## src/rtl/imem_fetch_responder_if.sv

```systemverilog
// Fetch-side and refill-side signal bundle for imem_fetch_responder.
//
// Handshake rules for the refill side: the responder raises mem_req with a
// line-aligned mem_addr and keeps both stable until the first cycle in which
// mem_ack is high. That cycle is the transfer. After the transfer, the memory
// returns LINE_WORDS beats in ascending word order, each marked by mem_rvalid.
// Beats cannot be back-pressured.
//
// Signals:
//   if_addr, hold, inv      fetch PC, downstream freeze, invalidate-all
//   id_inst, fetch_stall    instruction word to ID, "not serviceable" flag
//   mem_req, mem_addr       refill request and line address
//   mem_ack, mem_rvalid,
//   mem_rdata               refill accept, beat valid, beat data
//   dbg_state               responder FSM state (0 IDLE, 1 REQ, 2 FILL)
//   hit_count, miss_count   present only when ICACHE_STATS_EN is defined
interface imem_fetch_responder_if;
  logic [31:0] if_addr;
  logic        hold;
  logic        inv;
  logic [31:0] id_inst;
  logic        fetch_stall;
  logic        mem_req;
  logic [31:0] mem_addr;
  logic        mem_ack;
  logic        mem_rvalid;
  logic [31:0] mem_rdata;
  logic [1:0]  dbg_state;
`ifdef ICACHE_STATS_EN
  logic [31:0] hit_count;
  logic [31:0] miss_count;

  modport slave (
    input  if_addr, hold, inv, mem_ack, mem_rvalid, mem_rdata,
    output id_inst, fetch_stall, mem_req, mem_addr, dbg_state,
           hit_count, miss_count
  );
  modport master (
    output if_addr, hold, inv, mem_ack, mem_rvalid, mem_rdata,
    input  id_inst, fetch_stall, mem_req, mem_addr, dbg_state,
           hit_count, miss_count
  );
`else
  modport slave (
    input  if_addr, hold, inv, mem_ack, mem_rvalid, mem_rdata,
    output id_inst, fetch_stall, mem_req, mem_addr, dbg_state
  );
  modport master (
    output if_addr, hold, inv, mem_ack, mem_rvalid, mem_rdata,
    input  id_inst, fetch_stall, mem_req, mem_addr, dbg_state
  );
`endif
endinterface

```

## src/rtl/imem_fetch_responder.sv

```systemverilog
// imem_fetch_responder: a direct-mapped instruction cache that answers IF-stage
// fetch addresses. On a hit, it delivers the word to ID after one cycle.
// On a miss, it raises fetch_stall and refills one line from backing memory
// using a req/ack handshake followed by a beat burst.
//
// Ports:
//   clk    core clock, rising edge
//   rst_n  asynchronous active-low reset
//   bus    imem_fetch_responder_if.slave (fetch side + refill side + dbg_state)
//
// Parameters: NUM_LINES (power of 2, >= 2), LINE_WORDS (power of 2, >= 2).
// Optional feature macro: ICACHE_STATS_EN. When it is defined, the block adds
// the hit_count and miss_count counters to the interface.
module imem_fetch_responder #(
  parameter int NUM_LINES  = 16,
  parameter int LINE_WORDS = 4
) (
  input  logic                    clk,
  input  logic                    rst_n,
  imem_fetch_responder_if.slave   bus
);
  localparam int OFF_W   = $clog2(LINE_WORDS);
  localparam int IDX_W   = $clog2(NUM_LINES);
  localparam int TAG_W   = 30 - OFF_W - IDX_W;
  localparam int IDX_LSB = 2 + OFF_W;
  localparam int TAG_LSB = 2 + OFF_W + IDX_W;
  localparam logic [31:0]      NOP      = 32'h0000_0013;
  localparam logic [OFF_W-1:0] LAST_CNT = OFF_W'(LINE_WORDS - 1);

  typedef enum logic [1:0] {
    S_IDLE = 2'd0,
    S_REQ  = 2'd1,
    S_FILL = 2'd2
  } state_t;

  state_t                 state_q, state_d;
  logic [NUM_LINES-1:0]   valid_q, valid_d;
  logic [OFF_W-1:0]       cnt_q, cnt_d;
  logic                   inv_pend_q, inv_pend_d;
  logic                   mem_req_q, mem_req_d;
  logic [31:0]            mem_addr_q, mem_addr_d;
  logic [31:0]            id_inst_q, id_inst_d;

  // Data and tag storage are not reset. The valid bits alone decide whether
  // the contents mean anything.
  logic [31:0]            line_mem [NUM_LINES*LINE_WORDS];
  logic [TAG_W-1:0]       tag_mem  [NUM_LINES];

  logic [TAG_W-1:0]       lk_tag;
  logic [IDX_W-1:0]       lk_idx;
  logic [OFF_W-1:0]       lk_off;
  logic [TAG_W-1:0]       fill_tag;
  logic [IDX_W-1:0]       fill_idx;
  logic                   hit;
  logic                   beat_we;
  logic                   last_beat;
  logic                   unused_addr_bits;

  assign lk_tag   = bus.if_addr[31:TAG_LSB];
  assign lk_idx   = bus.if_addr[TAG_LSB-1:IDX_LSB];
  assign lk_off   = bus.if_addr[IDX_LSB-1:2];
  // The line being refilled is identified by the latched request address.
  // If if_addr is redirected mid-burst, the refill still targets the original line.
  assign fill_tag = mem_addr_q[31:TAG_LSB];
  assign fill_idx = mem_addr_q[TAG_LSB-1:IDX_LSB];
  assign unused_addr_bits = ^bus.if_addr[1:0];

  assign hit       = (state_q == S_IDLE) && valid_q[lk_idx] && (tag_mem[lk_idx] == lk_tag);
  assign beat_we   = (state_q == S_FILL) && bus.mem_rvalid;
  assign last_beat = beat_we && (cnt_q == LAST_CNT);

  always_comb begin
    state_d    = state_q;
    valid_d    = valid_q;
    cnt_d      = cnt_q;
    inv_pend_d = inv_pend_q;
    mem_req_d  = mem_req_q;
    mem_addr_d = mem_addr_q;
    id_inst_d  = id_inst_q;

    if (!bus.hold) begin
      id_inst_d = hit ? line_mem[{lk_idx, lk_off}] : NOP;
    end

    case (state_q)
      S_IDLE: begin
        // The invalidate takes effect at the edge. The lookup in this cycle
        // has already been resolved against the old valid bits.
        if (bus.inv) valid_d = '0;
        if (!hit) begin
          state_d    = S_REQ;
          mem_req_d  = 1'b1;
          mem_addr_d = {lk_tag, lk_idx, {(OFF_W+2){1'b0}}};
        end
      end
      S_REQ: begin
        if (bus.inv) inv_pend_d = 1'b1;
        if (bus.mem_ack) begin
          state_d   = S_FILL;
          mem_req_d = 1'b0;
        end
      end
      S_FILL: begin
        if (bus.inv) inv_pend_d = 1'b1;
        if (beat_we) cnt_d = cnt_q + 1'b1;  // wraps to 0 on the last beat
        if (last_beat) begin
          state_d    = S_IDLE;
          inv_pend_d = 1'b0;
          // An invalidate that arrived during the refill also wipes the
          // line being installed. Without this, the fetch after fence.i
          // could read stale code.
          if (inv_pend_q || bus.inv) valid_d = '0;
          else                       valid_d[fill_idx] = 1'b1;
        end
      end
      default: state_d = S_IDLE;
    endcase
  end

  always_ff @(posedge clk or negedge rst_n) begin
    if (!rst_n) begin
      state_q    <= S_IDLE;
      valid_q    <= '0;
      cnt_q      <= '0;
      inv_pend_q <= 1'b0;
      mem_req_q  <= 1'b0;
      mem_addr_q <= '0;
      id_inst_q  <= NOP;
    end else begin
      state_q    <= state_d;
      valid_q    <= valid_d;
      cnt_q      <= cnt_d;
      inv_pend_q <= inv_pend_d;
      mem_req_q  <= mem_req_d;
      mem_addr_q <= mem_addr_d;
      id_inst_q  <= id_inst_d;
    end
  end

  always_ff @(posedge clk) begin
    if (beat_we)   line_mem[{fill_idx, cnt_q}] <= bus.mem_rdata;
    if (last_beat) tag_mem[fill_idx]           <= fill_tag;
  end

  assign bus.id_inst     = id_inst_q;
  assign bus.fetch_stall = !hit;
  assign bus.mem_req     = mem_req_q;
  assign bus.mem_addr    = mem_addr_q;
  assign bus.dbg_state   = state_q;

`ifdef ICACHE_STATS_EN
  logic [31:0] hit_count_q, hit_count_d;
  logic [31:0] miss_count_q, miss_count_d;

  always_comb begin
    hit_count_d  = hit_count_q;
    miss_count_d = miss_count_q;
    if (hit && !bus.hold)               hit_count_d  = hit_count_q + 32'd1;
    if ((state_q == S_IDLE) && !hit)    miss_count_d = miss_count_q + 32'd1;
  end

  always_ff @(posedge clk or negedge rst_n) begin
    if (!rst_n) begin
      hit_count_q  <= '0;
      miss_count_q <= '0;
    end else begin
      hit_count_q  <= hit_count_d;
      miss_count_q <= miss_count_d;
    end
  end

  assign bus.hit_count  = hit_count_q;
  assign bus.miss_count = miss_count_q;
`endif
endmodule
```

## src/flat_wrapper.sv

```systemverilog
// flat-port wrapper written by rule: the top's interface ports become plain ports
module imem_fetch_responder_flat 
#(
  parameter int NUM_LINES  = 16,
  parameter int LINE_WORDS = 4
)
  (clk, rst_n, bus_if_addr, bus_hold, bus_inv, bus_mem_ack, bus_mem_rvalid, bus_mem_rdata, bus_id_inst, bus_fetch_stall, bus_mem_req, bus_mem_addr, bus_dbg_state);
  imem_fetch_responder_if bus_i ();
  input  logic clk;
  input  logic rst_n;
  input wire logic [$bits(bus_i.if_addr)-1:0] bus_if_addr;
  input wire logic [$bits(bus_i.hold)-1:0] bus_hold;
  input wire logic [$bits(bus_i.inv)-1:0] bus_inv;
  input wire logic [$bits(bus_i.mem_ack)-1:0] bus_mem_ack;
  input wire logic [$bits(bus_i.mem_rvalid)-1:0] bus_mem_rvalid;
  input wire logic [$bits(bus_i.mem_rdata)-1:0] bus_mem_rdata;
  output wire logic [$bits(bus_i.id_inst)-1:0] bus_id_inst;
  output wire logic [$bits(bus_i.fetch_stall)-1:0] bus_fetch_stall;
  output wire logic [$bits(bus_i.mem_req)-1:0] bus_mem_req;
  output wire logic [$bits(bus_i.mem_addr)-1:0] bus_mem_addr;
  output wire logic [$bits(bus_i.dbg_state)-1:0] bus_dbg_state;
  assign bus_i.if_addr = bus_if_addr;
  assign bus_i.hold = bus_hold;
  assign bus_i.inv = bus_inv;
  assign bus_i.mem_ack = bus_mem_ack;
  assign bus_i.mem_rvalid = bus_mem_rvalid;
  assign bus_i.mem_rdata = bus_mem_rdata;
  assign bus_id_inst = bus_i.id_inst;
  assign bus_fetch_stall = bus_i.fetch_stall;
  assign bus_mem_req = bus_i.mem_req;
  assign bus_mem_addr = bus_i.mem_addr;
  assign bus_dbg_state = bus_i.dbg_state;
  imem_fetch_responder #(.NUM_LINES(NUM_LINES), .LINE_WORDS(LINE_WORDS)) u_core (.clk(clk), .rst_n(rst_n), .bus(bus_i));
endmodule
```

## config.mk

```make
export PLATFORM = sky130hd
export DESIGN_NAME = imem_fetch_responder_flat
export DESIGN_NICKNAME = d
export VERILOG_FILES = /design/src/rtl/imem_fetch_responder_if.sv /design/src/rtl/imem_fetch_responder.sv /design/src/flat_wrapper.sv
export SDC_FILE = /design/constraint.sdc
export NUM_CORES = 2
export LEC_CHECK = 0
export BUFFER_PORTS_ARGS = -buffer_cell sky130_fd_sc_hd__buf_2
export CAP_MARGIN = 5
export CORE_MARGIN = 10
export CORE_UTILIZATION = 55
export DETAILED_ROUTE_END_ITERATION = 10
export PLACE_DENSITY = 0.81
export SYNTH_ARGS = -nofsm -noshare
export SYNTH_HDL_FRONTEND = slang
export SYNTH_SLANG_ARGS = --single-unit
```

## constraint.sdc

```tcl
create_clock -name clk -period 4.2 [get_ports clk]
set_input_delay 0.84 -clock clk [delete_from_list [all_inputs] [get_ports clk]]
set_output_delay 0.84 -clock clk [all_outputs]
set_load 0.02 [all_outputs]
```

==> impl_metrics.py <==
metrics = {
    "job": {
        "max-cap-violations": 0,
    },
    "routing": {
        "post-route-drc-count": 0,
        "first_iter_violations": 9027,
        "routed_via_density": 7.26,
        "route.final.wire_length_um": 288000,
        "ant_nets": 0,
        "wl_per_cell_um": 40.7,
        "first_pass_iters": 6,
        "vias": 51400,
    },
    "synth": {
        "ys_seq_area_share_pct": 77.5,
        "yosys_warnings": 0,
        "syn_inst": 4111,
        "synth_top_area_share_pct": 75.3,
        "synth_edf_count": 2432,
        "synth_cell_types": 70,
        "synth_area_um2": 96900,
        "synth_ff_type": "edfxtp_1",
        "synth_top_cell_by_area": "edfxtp_1",
        "synth.ff_latch_count": 2514,
        "ys_async_sr_fraction_pct": 3.26,
        "synth.avg_cell_area_um2": 23.6,
        "synth_area_leaders": "edfxtp_1 75%, mux4_2 17%, dfrtp_1 2.0%",
    },
    "critical_path": {
        "end_kind": "primary output",
        "worstPathRequired_ns": 3.36,
        "critical_path_class": "register to primary output",
        "cp-start-kind": "register",
        "crit_arrival_ns": 3.47,
        "crit_fanout": 2,
    },
    "outcome": {
        "violations": "negative setup slack",
        "status": "finished, violations left",
    },
    "floorplan": {
        "rows": 154,
        "core-area_um2": 176000,
        "dieArea_um2": 193000,
        "initial_core_util_pct": 55.2,
        "io-pin-count": 138,
        "die-height_um": 440,
        "die_x_um": 440,
    },
    "sta": {
        "final.setup.tns_ns": -0.106,
        "period_needed_ns": 4.31,
        "finalHoldViolCount": 0,
        "clock-skew-final_ns": 0.0850,
        "rsz0062_at_grt": "yes",
        "setup_ws_ns": -0.106,
        "relSlewSlack_pct": 15.8,
        "setup_viol": 1,
        "slew_violations": 0,
        "fmax_mhz": 232,
        "worst_slew_pin_slew_ns": 1.26,
        "fin_crit_sh_pct": 103,
    },
    "placement": {
        "hpwl_um": 147000,
        "dpl.cell_count": 6650,
        "gp_congestion": 0.834,
        "placed_cell_area_um2": 103000,
        "io_buffers": 131,
        "post-place-ws_ns": -0.115,
    },
    "grt": {
        "grt_usage_pct": 29.8,
        "antenna_found_initial": 16,
        "grt_overflow_total": 0,
        "grt_max_degree": 74,
        "grt_pass1_vias": 51800,
        "grt_pass1_wl_um": 403000,
    },
    "power": {
        "power.density_nw_per_um2": 491,
        "ir_drop_v": 0.000477,
        "p_leak_nw": 35.1,
        "fin_total_pwr_mw": 54.3,
    },
    "clock_network": {
        "htreeDepth": 4,
        "root_buffer": "clkbuf_16",
        "clock-sinks": 2514,
        "clock_tree.buffer_depth": 3,
        "numCtsBuffers": 225,
        "clkTransAtPathRegs_ns": 0.06,
        "cts_tree": "built",
        "clock_latency_ns": 0.91,
    },
    "final_layout": {
        "fillers": 10600,
        "final_area_um2": 111000,
        "synthToLayoutAreaGrowth_pct": 14.1,
        "drive_gt1_share_pct": 34.5,
        "nets": 4616,
        "stdcell_count": 7082,
    },
    "min_path": {
        "hp-class": "input port to async pin",
    },
}
[power breakdown]
| group | internal (mW) | total (mW) | switching, mW |
|---|---|---|---|
| clock | 11.3 | 20.8 | 9.51 |
| sequential | 28.5 | 29.3 | 0.811 |
| combinational | 1.67 | 4.27 | 2.60 |
[critical path, stage by stage, from the launching register on]
cell	delay, ns
edfxtp_1	0.37
mux4_2	0.53
mux2i_4	0.22
xor2_1	0.18
a21oi_1	0.09
or4_4	0.52
nor4_4	0.32
nand3_2	0.18
buf_6	0.17
[cells by family after synthesis]
group | share of synthesized area, %
flops | 77.5
mux | 18.6
simple gates | 1.78
buf+inv | 1.01
compound gates | 0.918
xor+xnor | 0.163
fa+ha+maj | 0.0516
other cells | 0.00387
[through the flow]
step	hold slack, ns	util, %
2_1_floorplan	0.457	-
3_3_place_gp	0.464	58.7
3_5_place_dp	0.476	58.7
4_1_cts	0.0699	62.9
5_1_grt	0.103	62.9
6_report	0.0922	62.9
[worst paths after layout]
| check | cells after the start | slack, ns | startpoint | to |
|---|---|---|---|---|
| min | 1 | 0.09 | rst_n | u_core.bus.mem_addr[11] |
| min reg2reg | 2 | 0.50 | u_core.bus.id_inst[3] | u_core.bus.id_inst[3] |
| min in group clk | 2 | 0.26 | bus_if_addr[15] | u_core.bus.mem_addr[15] |
| max in group asynchronous | 2 | 3.06 | rst_n | u_core.bus.id_inst[25] |
| max reg2reg | 12 | 0.34 | u_core.tag_mem[10][4] | u_core.bus.id_inst[23] |
| max | 8 | -0.11 | u_core.tag_mem[10][4] | bus_fetch_stall |
[registers in the layout (all words and copies together), names as in the netlist]
signal	count
u_core.tag_mem	384
u_core.bus.dbg_state	2
u_core.cnt_q	2
u_core.valid_q	16
u_core.line_mem	2048
u_core.bus.mem_req	1
u_core.bus.id_inst	32
u_core.inv_pend_q	1
u_core.bus.mem_addr	28
[layer usage]
layer | GRT usage, % | up-vias | part of all wire, %
li1 | - | 18500 | -
met1 | 37.7 | 26600 | 31
met2 | 46.4 | 5228 | 47
met3 | 8.13 | 1159 | 14
met4 | 17.7 | 10 | 7.4
met5 | 0.174 | - | 0.032
[final cells by class]
class                      count  area (um2)  share of cell area (%)
clock inverter               121        1310                    1.18
clock buffer                 298        6090                    5.50
tap                         2340        2930                    2.65
sequential                  2514       75100                    67.9
antenna                        8        20.0                  0.0181
timing repair buffer         424        3620                    3.28
inverter                       8        38.8                  0.0351
multi-input combinational   1369       21500                    19.5
[synth_stat cells (5+ instances only)]
| library cell | n |
|---|---|
| or3_1 | 6 |
| nor4_1 | 9 |
| nor2_1 | 118 |
| edfxtp_1 | 2432 |
| mux2i_1 | 90 |
| a22oi_1 | 24 |
| mux2_2 | 17 |
| nand3_1 | 20 |
| xor2_1 | 11 |
| and3_1 | 10 |
| xnor2_1 | 7 |
| and4_1 | 7 |
| mux4_2 | 740 |
| a21oi_1 | 38 |
| dfrtp_1 | 79 |
| nand4_1 | 33 |
| o21ai_0 | 29 |
| o31ai_1 | 5 |
| and2_1 | 7 |
| nor2b_1 | 17 |
| nor3_1 | 13 |
| clkbuf_1 | 142 |
| nand4b_1 | 6 |
| mux2_4 | 18 |
| inv_1 | 7 |
| a211o_1 | 7 |
| nand2_1 | 71 |
| buf_2 | 20 |
| buf_4 | 18 |
| buf_1 | 40 |
[repair_timing]
item / CTS / global route
pin swaps: 3 / 4
buffers inserted: 2 / 3
hold buffers: 0 / 0
gates resized for setup: 9 / 2
setup endpoints to repair: 1 / 1
[cell usage in the layout (no fill, tap or decap), types with 33 or more instances in the layout]
cell / Yosys / final
edfxtp_1: 2432 / 2432
mux4_2: 740 / 740
buf_4: 18 / 239
clkbuf_16: 0 / 226
buf_2: 20 / 122
mux2i_1: 90 / 88
nor2_4: 0 / 80
dfrtp_1: 79 / 79
nand2_1: 71 / 71
buf_12: 0 / 57
clkbuf_1: 142 / 56
clkinv_2: 0 / 39
nor2_1: 118 / 38
a21oi_1: 38 / 38
nand4_1: 33 / 33
Note: power is estimated with default switching activity, not from simulation.
